`src/rtl/video_stream_tx_pkg.sv`:
```
// Shared types, width helpers and default timing constants for the video stream transmitter.
// Used by video_stream_tx and video_timing_counter.
package video_tx_pkg;

    typedef enum logic [1:0] {
        IDLE   = 2'd0,
        V_PRE  = 2'd1,
        ACTIVE = 2'd2,
        V_POST = 2'd3
    } tx_state_t;

    // Never returns zero, so a count range of one still gets a 1-bit register.
    function automatic int cnt_width(input int n);
        return (n < 2) ? 1 : $clog2(n);
    endfunction

    function automatic int max3(input int a, input int b, input int c);
        int m;
        m = a;
        if (b > m) m = b;
        if (c > m) m = c;
        return m;
    endfunction

    function automatic int line_len(input int hdisp, input int hblank);
        return hdisp + hblank;
    endfunction

    function automatic int frame_period(input int hdisp, input int hblank,
                                        input int vpre, input int vdisp, input int vpost);
        return (vpre + vdisp + vpost) * line_len(hdisp, hblank);
    endfunction

    localparam int DEF_IMG_HDISP     = 1280;
    localparam int DEF_IMG_VDISP     = 720;
    localparam int DEF_H_BLANK       = 100;
    localparam int DEF_V_PRE_LINES   = 2;
    localparam int DEF_V_POST_LINES  = 4;
    localparam int DEF_LINE_LEN      = line_len(DEF_IMG_HDISP, DEF_H_BLANK);
    localparam int DEF_FRAME_PERIOD  = frame_period(DEF_IMG_HDISP, DEF_H_BLANK,
                                                    DEF_V_PRE_LINES, DEF_IMG_VDISP,
                                                    DEF_V_POST_LINES);

endpackage

```
`src/rtl/video_stream_tx_if.sv`:
```
// Source handshake and transmitted pixel stream of video_stream_tx.
// master is the transmitter side, slave is the source/sink side.
interface video_stream_tx_if #(
    parameter int DATA_WIDTH = 8
);
    logic                  src_valid;
    logic [DATA_WIDTH-1:0] src_data;
    logic                  src_ready;
    logic                  tx_vs;
    logic                  tx_de;
    logic [DATA_WIDTH-1:0] tx_data;
    logic                  frame_start;
    logic                  frame_done;
    logic                  underflow;

    modport master (
        input  src_valid, src_data,
        output src_ready, tx_vs, tx_de, tx_data, frame_start, frame_done, underflow
    );

    modport slave (
        output src_valid, src_data,
        input  src_ready, tx_vs, tx_de, tx_data, frame_start, frame_done, underflow
    );
endinterface

```
`src/rtl/video_stream_tx_timing.sv`:
```
// video_timing_counter: horizontal/vertical position counter with wrap flags.
// hcnt wraps every LINE_LEN cycles; vcnt wraps after the line index given by last_v.
module video_timing_counter
    import video_tx_pkg::*;
#(
    parameter int LINE_LEN = DEF_LINE_LEN,
    parameter int HW       = cnt_width(LINE_LEN),
    parameter int VW       = 10
) (
    input  logic          clk,
    input  logic          rst,
    input  logic          clear,
    input  logic [VW-1:0] last_v,
    output logic [HW-1:0] hcnt,
    output logic [VW-1:0] vcnt,
    output logic          last_pix,
    output logic          last_line
);

    assign last_pix  = (hcnt == HW'(LINE_LEN - 1));
    assign last_line = (vcnt == last_v);

    always_ff @(posedge clk or posedge rst) begin
        if (rst) begin
            hcnt <= '0;
            vcnt <= '0;
        end else if (clear) begin
            hcnt <= '0;
            vcnt <= '0;
        end else if (last_pix) begin
            hcnt <= '0;
            vcnt <= last_line ? '0 : vcnt + VW'(1);
        end else begin
            hcnt <= hcnt + HW'(1);
        end
    end

endmodule

```
`src/rtl/video_stream_tx.sv`:
```
// Frame/line timing generator that pulls pixels from a valid/ready source and emits vs/de/data.
// Optional diagonal test pattern enabled by defining VIDEO_STREAM_TX_PATTERN_EN.
module video_stream_tx
    import video_tx_pkg::*;
#(
    parameter int IMG_HDISP    = DEF_IMG_HDISP,
    parameter int IMG_VDISP    = DEF_IMG_VDISP,
    parameter int H_BLANK      = DEF_H_BLANK,
    parameter int V_PRE_LINES  = DEF_V_PRE_LINES,
    parameter int V_POST_LINES = DEF_V_POST_LINES,
    parameter int DATA_WIDTH   = 8
) (
    input  logic clk,
    input  logic rst,
    input  logic run,
`ifdef VIDEO_STREAM_TX_PATTERN_EN
    input  logic pattern_sel,
`endif
    video_stream_tx_if.master bus
);

    localparam int L  = line_len(IMG_HDISP, H_BLANK);
    localparam int HW = cnt_width(L);
    localparam int VW = cnt_width(max3(IMG_VDISP, V_PRE_LINES, V_POST_LINES));

    // state/hcnt/vcnt describe the cycle about to be presented, so every tx_* output
    // is a registered decode of them and src_ready falls one cycle ahead of tx_de.
    tx_state_t             state;
    tx_state_t             next_state;
    logic [HW-1:0]         hcnt;
    logic [VW-1:0]         vcnt;
    logic [VW-1:0]         last_v;
    logic                  last_pix;
    logic                  last_line;
    logic                  pix_due;
    logic                  pattern_mode;
    logic                  miss;
    logic                  at_frame_start;
    logic                  at_frame_end;
    logic [DATA_WIDTH-1:0] fill;
    logic [DATA_WIDTH-1:0] pix_data;

    video_timing_counter #(
        .LINE_LEN (L),
        .HW       (HW),
        .VW       (VW)
    ) u_timing (
        .clk       (clk),
        .rst       (rst),
        .clear     (state == IDLE),
        .last_v    (last_v),
        .hcnt      (hcnt),
        .vcnt      (vcnt),
        .last_pix  (last_pix),
        .last_line (last_line)
    );

    always_comb begin
        last_v = '0;
        case (state)
            V_PRE:   last_v = VW'(V_PRE_LINES - 1);
            ACTIVE:  last_v = VW'(IMG_VDISP - 1);
            V_POST:  last_v = VW'(V_POST_LINES - 1);
            default: last_v = '0;
        endcase
    end

    always_comb begin
        next_state = state;
        case (state)
            IDLE:    if (run) next_state = V_PRE;
            V_PRE:   if (last_pix && last_line) next_state = ACTIVE;
            ACTIVE:  if (last_pix && last_line) next_state = V_POST;
            V_POST:  if (last_pix && last_line) next_state = run ? V_PRE : IDLE;
            default: next_state = IDLE;
        endcase
    end

`ifdef VIDEO_STREAM_TX_PATTERN_EN
    assign fill = DATA_WIDTH'(32'(hcnt) + 32'(vcnt));
`else
    assign fill         = '0;
    assign pattern_mode = 1'b0;
`endif

    assign pix_due        = (state == ACTIVE) && (hcnt < HW'(IMG_HDISP));
    assign bus.src_ready  = pix_due && !pattern_mode;
    assign miss           = bus.src_ready && !bus.src_valid;
    assign at_frame_start = (state == V_PRE) && (hcnt == '0) && (vcnt == '0);
    assign at_frame_end   = (state == ACTIVE) && last_pix && (vcnt == VW'(IMG_VDISP - 1));

    always_comb begin
        pix_data = '0;
        if (pix_due) pix_data = (bus.src_ready && bus.src_valid) ? bus.src_data : fill;
    end

    always_ff @(posedge clk or posedge rst) begin
        if (rst) begin
            state           <= IDLE;
            bus.tx_vs       <= 1'b0;
            bus.tx_de       <= 1'b0;
            bus.tx_data     <= '0;
            bus.frame_start <= 1'b0;
            bus.frame_done  <= 1'b0;
            bus.underflow   <= 1'b0;
`ifdef VIDEO_STREAM_TX_PATTERN_EN
            pattern_mode    <= 1'b0;
`endif
        end else begin
            state           <= next_state;
            bus.tx_vs       <= (state == V_PRE) || (state == ACTIVE);
            bus.tx_de       <= pix_due;
            bus.tx_data     <= pix_data;
            bus.frame_start <= at_frame_start;
            bus.frame_done  <= at_frame_end;
            if (at_frame_start)
                bus.underflow <= 1'b0;
            else if (miss)
                bus.underflow <= 1'b1;
`ifdef VIDEO_STREAM_TX_PATTERN_EN
            if (at_frame_start)
                pattern_mode <= pattern_sel;
`endif
        end
    end

endmodule

```
`src/flat_wrapper.sv`:
```
// flat-port wrapper written by rule: the top's interface ports become plain ports
module video_stream_tx_flat import video_tx_pkg::*;
#(
    parameter int IMG_HDISP    = DEF_IMG_HDISP,
    parameter int IMG_VDISP    = DEF_IMG_VDISP,
    parameter int H_BLANK      = DEF_H_BLANK,
    parameter int V_PRE_LINES  = DEF_V_PRE_LINES,
    parameter int V_POST_LINES = DEF_V_POST_LINES,
    parameter int DATA_WIDTH   = 8
)
  (clk, rst, run, bus_src_valid, bus_src_data, bus_src_ready, bus_tx_vs, bus_tx_de, bus_tx_data, bus_frame_start, bus_frame_done, bus_underflow);
  video_stream_tx_if #(.DATA_WIDTH(DATA_WIDTH)) bus_i ();
  input  logic clk;
  input  logic rst;
  input  logic run;
  input wire logic [$bits(bus_i.src_valid)-1:0] bus_src_valid;
  input wire logic [$bits(bus_i.src_data)-1:0] bus_src_data;
  output wire logic [$bits(bus_i.src_ready)-1:0] bus_src_ready;
  output wire logic [$bits(bus_i.tx_vs)-1:0] bus_tx_vs;
  output wire logic [$bits(bus_i.tx_de)-1:0] bus_tx_de;
  output wire logic [$bits(bus_i.tx_data)-1:0] bus_tx_data;
  output wire logic [$bits(bus_i.frame_start)-1:0] bus_frame_start;
  output wire logic [$bits(bus_i.frame_done)-1:0] bus_frame_done;
  output wire logic [$bits(bus_i.underflow)-1:0] bus_underflow;
  assign bus_i.src_valid = bus_src_valid;
  assign bus_i.src_data = bus_src_data;
  assign bus_src_ready = bus_i.src_ready;
  assign bus_tx_vs = bus_i.tx_vs;
  assign bus_tx_de = bus_i.tx_de;
  assign bus_tx_data = bus_i.tx_data;
  assign bus_frame_start = bus_i.frame_start;
  assign bus_frame_done = bus_i.frame_done;
  assign bus_underflow = bus_i.underflow;
  video_stream_tx #(.IMG_HDISP(IMG_HDISP), .IMG_VDISP(IMG_VDISP), .H_BLANK(H_BLANK), .V_PRE_LINES(V_PRE_LINES), .V_POST_LINES(V_POST_LINES), .DATA_WIDTH(DATA_WIDTH)) u_core (.clk(clk), .rst(rst), .run(run), .bus(bus_i));
endmodule
```
`config.mk`:
```
export PLATFORM = sky130hd
export DESIGN_NAME = video_stream_tx_flat
export DESIGN_NICKNAME = d
export VERILOG_FILES = /design/src/rtl/video_stream_tx_pkg.sv /design/src/rtl/video_stream_tx_if.sv /design/src/rtl/video_stream_tx_timing.sv /design/src/rtl/video_stream_tx.sv /design/src/flat_wrapper.sv
export SDC_FILE = /design/constraint.sdc
export NUM_CORES = 1
export LEC_CHECK = 0
export CORE_ASPECT_RATIO = 1.1
export CORE_UTILIZATION = 40
export DETAILED_ROUTE_END_ITERATION = 12
export DONT_BUFFER_PORTS = 1
export GPL_TIMING_DRIVEN = 0
export MAX_ROUTING_LAYER = met4
export PLACE_DENSITY = 0.6
export SYNTH_ARGS = -nofsm -noshare
export SYNTH_HDL_FRONTEND = slang
export SYNTH_SLANG_ARGS = --single-unit
```
`constraint.sdc`:
```
create_clock -name clk -period 2.9 [get_ports clk]
set_input_delay 0.29 -clock clk [delete_from_list [all_inputs] [get_ports clk]]
set_output_delay 0.29 -clock clk [all_outputs]
set_load 0.02 [all_outputs]
```
== Word level (Yosys, flattened, before mapping) ==
Cells that the tools add are included.

* Flip-flop bits (word level): 36
* Output and inout port bits: 14
* Logic and storage cells: 54
* Input port bits: 12

* Eq/ne operators: 10
* Reductions and logical operators: 16
* Magnitude comparators: 1
* Mux-type cells: 16
* $add $sub $neg: 2

{| class="wikitable"
|+ Operators with widths
! cell !! number
|-
| 10-bit 2-to-1 mux || 3
|-
| 10-bit case mux with 3 select lines || 1
|-
| 11-bit 2-to-1 mux || 2
|-
| 8-bit 2-to-1 mux || 2
|-
| 11-bit by 1-bit adder with 11-bit output (second input constant) || 1
|-
| 11-bit equality test (second input constant) || 1
|-
| 11-bit logical NOT || 1
|-
| 11-bit < comparator (second input constant) || 1
|-
| 10-bit by 1-bit adder with 10-bit output (second input constant) || 1
|-
| 10-bit equality test || 1
|-
| 10-bit equality test (second input constant) || 1
|-
| 10-bit logical NOT || 1
|-
| 1-bit logical AND || 8
|-
| 2-bit 2-to-1 mux || 4
|-
| 2-bit case mux with 4 select lines || 1
|-
| 2-bit by 1-bit inequality test with 1-bit output (second input constant) || 3
|-
| 2-bit equality test (second input constant) || 2
|-
| 4-bit AND reduction || 1
|-
| 2-bit nonzero test || 2
|-
| 1-bit 2-to-1 mux || 3
|-
| 2-bit by 1-bit equality test with 1-bit output (second input constant) || 1
|-
| 2-bit logical NOT || 1
|-
| 2-bit inequality test (second input constant) || 1
|-
| 1-bit logical NOT || 1
|-
| 1-bit logical OR || 1
|}

== Logic depth before layout (Yosys ltp) ==
* Depth after elaboration: 6
* Depth in mapped cells: 8
* Depth with buffers taken out: 8

== Cells and area by module ==
Synthesis repeated with hierarchy kept, for this count alone.

* Cells, all modules: 189
* Area total of the unflattened synthesis: 1924.3 um2

{| class="wikitable"
|+ By module, submodules not included
! module !! seq. area each (um2) !! cells each !! times used !! area each (um2)
|-
| video_timing_counter || 525.5 || 128 || 1 || 1219.9
|-
| video_stream_tx || 375.4 || 61 || 1 || 704.4
|}

== Worst setup path after synthesis ==
OpenSTA, ideal clock, no wires.

* Path type: reg2reg
* Start: register u_core.state[0]
* End: register u_core.state[1]
* Buffers on the path: 0
* Setup time: 128 ps
* Data arrival time: 2431 ps
* Required time: 2772 ps
* Stages on the path, launching flop included: 9
* Setup slack: 341 ps
* Clock period less this slack: 2559 ps
* Cells stage by stage: dfrtp_1 inv_1 ha_1 or4b_1 a21oi_1 nor2_1 or4b_4 a2bb2oi_4 mux2_1

* Longest elaborated chain between the ends: 6
* Elaborated cells on any way between the ends: 13
* Classes of those cells: eq/ne: 8; mux: 2; reduce/logical: 3

{| class="wikitable"
|+ RTL lines
! item !! RTL line !! text
|-
| start, declared || video_stream_tx.sv:28 || <nowiki>tx_state_t state;</nowiki>
|-
| start signal, assigned || video_stream_tx.sv:110 || <nowiki>state <= next_state;</nowiki>
|-
| 2-bit equality test / 2-bit by 1-bit equality test with 1-bit output (equally long branches) || video_stream_tx.sv:60, video_stream_tx.sv:70 ||
|-
| 10-bit case mux with 3 select lines || video_stream_tx.sv:60 || <nowiki>case (state)</nowiki>
|-
| 10-bit equality test || video_stream_tx_timing.sv:21 || <nowiki>assign last_line = (vcnt == last_v);</nowiki>
|-
| 1-bit logical AND || video_stream_tx.sv:72, video_stream_tx.sv:73, video_stream_tx.sv:74 ||
|-
| 2-bit by 1-bit inequality test with 1-bit output (no line) || -- ||
|-
| 4-bit AND reduction (no line) || -- ||
|}

Parallel ways exist; a longest one is shown, timed or not.
A chain may end at the register's enable or synchronous reset.

== Worst setup path after layout ==
Ends and elaborated chain as after synthesis.

==> parameters.txt <==
Parameter                              Value

Setup path
  Number of buffers and inverters on the critical path ... 1
  Data arrival time of the worst path ... 2.93 ns
  Largest delay share family, worst path ... simple AND/OR/NAND/NOR gates
  Data required time of the worst path ... around 3.1 ns
  Slowest stage delay, CP ... around 0.56 ns
  Crit path cell chain ... inv_1 -> ha_1 -> or4b_1 -> a21oi_1 -> nor2_1 -> or4b_4 -> a2bb2oi_4 -> mux2_1
  Startpoint type of the worst setup path ... flip-flop
  Critical path capture point type ... flip-flop
  Worst reg2reg path endpoint ... u_core.state[1]
  Slowest stage cell, crit path ... or4b_4
  Worst reg-to-reg setup slack ... 0.14 ns
  Largest fanout on the critical path ... 6
  FF-to-FF path depth ... 8
  Startpoint-to-endpoint class of the critical path ... reg2reg
  Beginning of the worst register-to-register path ... u_core.state[0]

Synthesis
  Per-instance average area after synthesis ... approximately 10 µm²
  Synthesized instance count ... 186
  Sequential element share of the synthesized area ... between 40% and 50%
  Leading area contributor after synthesis ... dfrtp_1
  Cell variety after synth ... 34
  Combined area of all synthesized cells ... about 0.0018 mm²
  Share of the synthesized area in the top cell type ... around half
  Leading cell types by total area after synthesis ... dfrtp_1, ha_1, nor2_1
  Post-synthesis sequential element count ... 36
  Number of nets produced by synthesis ... roughly 210
  Synth warn ... 0

Global routing
  Overall overflow remaining after global route ... 0
  Largest net degree at the start of global routing ... 37
  Overall routing resource usage ... roughly 17%
  Most heavily used metal layer in global routing ... met2
  Met1 layer usage reported by global route ... about a fifth
  GRT met3 Usage ... 5.000%
  Met2 Resource Use GR ... between 20 and 30%
  Number of global-route vias before repair ... around 1300
  Initial antenna violation count ... 0
  Global-route wire length before repair ... 5.968 mm

STA
  Post-route minimum period ... about 2.8 ns
  Slew @ Worst Pin ... ~0.74 ns
  Setup repair after global routing missed its margin ... no
  Final Slew Violations ... 0
  Final TNS setup ... 0 ns
  Setup Skew ... 0.01003 ns
  Share of the clock period used by the worst path after layout ... between 90% and 100%
  Final Setup Violations ... 0
  Final Hold Fails ... 0
  Worst-case headroom to the max-slew limit ... about 50%
  Fmax ... between 0.3 and 0.4 GHz

Layout
  Commonest non-fill, non-tap cell in the layout ... dfrtp_1
  Area Growth Syn to Fin ... 8.827%
  End-of-flow core utilization ... a little under half
  Layout cells sized above 1 ... under 10%
  Highest-count cells in the layout ignoring fill and taps ... dfrtp_1, nor2_1, nand2_1
  Diodes inserted ... 0
  Final Net Count ... 213

Drt
  Wire per inst ... 14.21 µm
  Starting DRC count in detailed routing ... 91
  Number of nets with antenna violations after routing ... 0
  Total wirelength of the detailed-routed design ... 3.525 mm
  First-pass iteration count of the detailed router ... 4
  DRC violations left ... 0
  Via count ... roughly 1300
  Vias per inst ... about 5.4

Clocking
  Source-to-sink clock delay at the later pin of the worst-skew pair ... around 0.28 ns
  CTS tree ... done
  Buffer cell driving the clock tree root ... clkbuf_8
  Total number of H-tree levels ... 2
  Maximum root-to-sink buffer count ... 2
  Post-cts resize count ... 0
  Clock net sink count ... 36
  Setup fix buffers added after clock tree synthesis ... 0
  Number of buffers created by CTS ... 5
  CTS Hold Buffers Added ... 0
  Clock-pin slew on the worst setup and hold paths ... about 0.070 ns

Floorplan
  Total Die Area ... ~0.0048 mm²
  Initial core utilization ... 42.03%
  Chip height ... between 70 and 80 µm
  Number of cell rows ... 25
  X dimension of the die ... approximately 66 µm
  I/O pin count ... 26
  Placeable Area ... approximately 0.0043 mm²

Status
  Result of the run ... complete, no violations

Job
  Max-capacitance violation count ... 0

Power and ir drop
  Register share of total power ... between 40% and 50%
  Switching fraction of total power ... a little under two fifths
  IR Drop Worst-Case VDD ... roughly 0.00036 V
  Internal power ... between 0.9 and 1 mW
  Total power draw ... 1.560 mW
  Power density over the cells ... between 700 and 800 mW/mm²
  Switching power ... 0.5909 mW
  Combinational fraction of design power ... about a third
  Relative contribution of the clock network to total power ... a little under a quarter
  Leakage power figure ... 0.9179 nW

Place
  Total half-perimeter wirelength after legalization and detailed placement ... between 2 and 2.5 mm
  RD Place Congestion ... 0.8310
  Port-buffer cells ... 0

Min path
  Worst min path class ... in2async
-- power groups by stage --
stage	clock [mW]	combinational, mW	sequential (mW)
after detailed placement	0	0.484	0.716
final	0.365	0.492	0.703
after CTS	0.377	0.492	0.705
after global routing	0.399	0.559	0.716
after global placement	0	0.474	0.710
after floorplan	0	0.390	0.695
-- worst max path at each step --
stage	start	end	depth (start not counted)
2_1_floorplan	u_core.state[0]	u_core.state[1]	8
3_3_place_gp	u_core.state[0]	u_core.state[1]	8
3_5_place_dp	u_core.state[0]	u_core.state[1]	8
4_1_cts	u_core.state[0]	u_core.state[1]	8
5_1_grt	u_core.state[0]	u_core.state[1]	8
6_report	u_core.state[0]	u_core.state[1]	8
-- worst register-to-register path: stages (launching register included) --
cell and delay (ns):
dfrtp_1 0.43, inv_1 0.09, ha_1 0.30, or4b_1 0.50, a21oi_1 0.19, nor2_1 0.07, or4b_4 0.56, a2bb2oi_4 0.17
mux2_1 0.33
-- cells in the mapped netlist (all sizes together) --
cell	number
and3b	1
ha	8
nand3b	1
or4b	2
xnor2	4
dfrtp	36
o221ai	1
nand2	17
nor4	3
nor4b	1
nand3	13
and4bb	1
o21ai	5
and2	1
and3	12
mux2	1
a22o	2
nand2b	1
or4	1
inv	11
nor2b	1
nor3b	1
nor3	7
xor2	7
a31oi	2
clkbuf	4
a2bb2oi	2
a21oi	9
nor2	24
nand4	4
or3	3
-- cell families (layout without fill, tap and decap cells) --
group                      Yosys count  after routing  synth area share, %
AOI/OAI and AO/OA                   21             21                7.931
xor gates and xnor gates            11             11                5.310
adders and majority gates            8              8                5.517
buffers and inverters               15             23                3.103
DFF                                 36             36                49.65
muxes                                1              1               0.6206
and+or+nand+nor                     94             94                27.86
-- registers in the layout, indices dropped and copies added, names as in the netlist --
signal                  flops
u_core.bus.frame_done       1
u_core.bus.frame_start      1
u_core.bus.tx_data          8
u_core.bus.tx_de            1
u_core.bus.tx_vs            1
u_core.bus.underflow        1
u_core.state                2
u_core.u_timing.hcnt       11
u_core.u_timing.vcnt       10
-- stage by stage --
stage,cell area [µm²],hold slack (ns),worst slack (ns),cells
finish,1974,0.008706,0.1443,248
global placement,1882,0.4452,0.2078,240
CTS,1974,0.1472,0.1483,248
global route,1974,0.06584,0.005458,248
detailed placement,1882,0.4471,0.1898,240
floorplan,1814,0.4432,0.3413,186
-- per-layer routing --
metal | wire length [µm] | up-vias | share of wire, %
met4 | 57 | 0 | 1.6
met2 | 1756 | 18 | 50
met3 | 97 | 6 | 2.8
li1 | - | 662 | -
met5 | 0 | - | 0
met1 | 1614 | 657 | 46
-- final cells by class --
class                           instances  area [µm²]
Sequential cell                        36       900.9
Buffer                                  4       15.01
Clock buffer                            6       82.58
Clock inverter                          2       10.01
Fill cell                             399        2342
Multi-Input combinational cell        135       857.1
Tap cell                               54       67.56
Inverter                               11       41.29
Power figures use the tool's default switching activity.
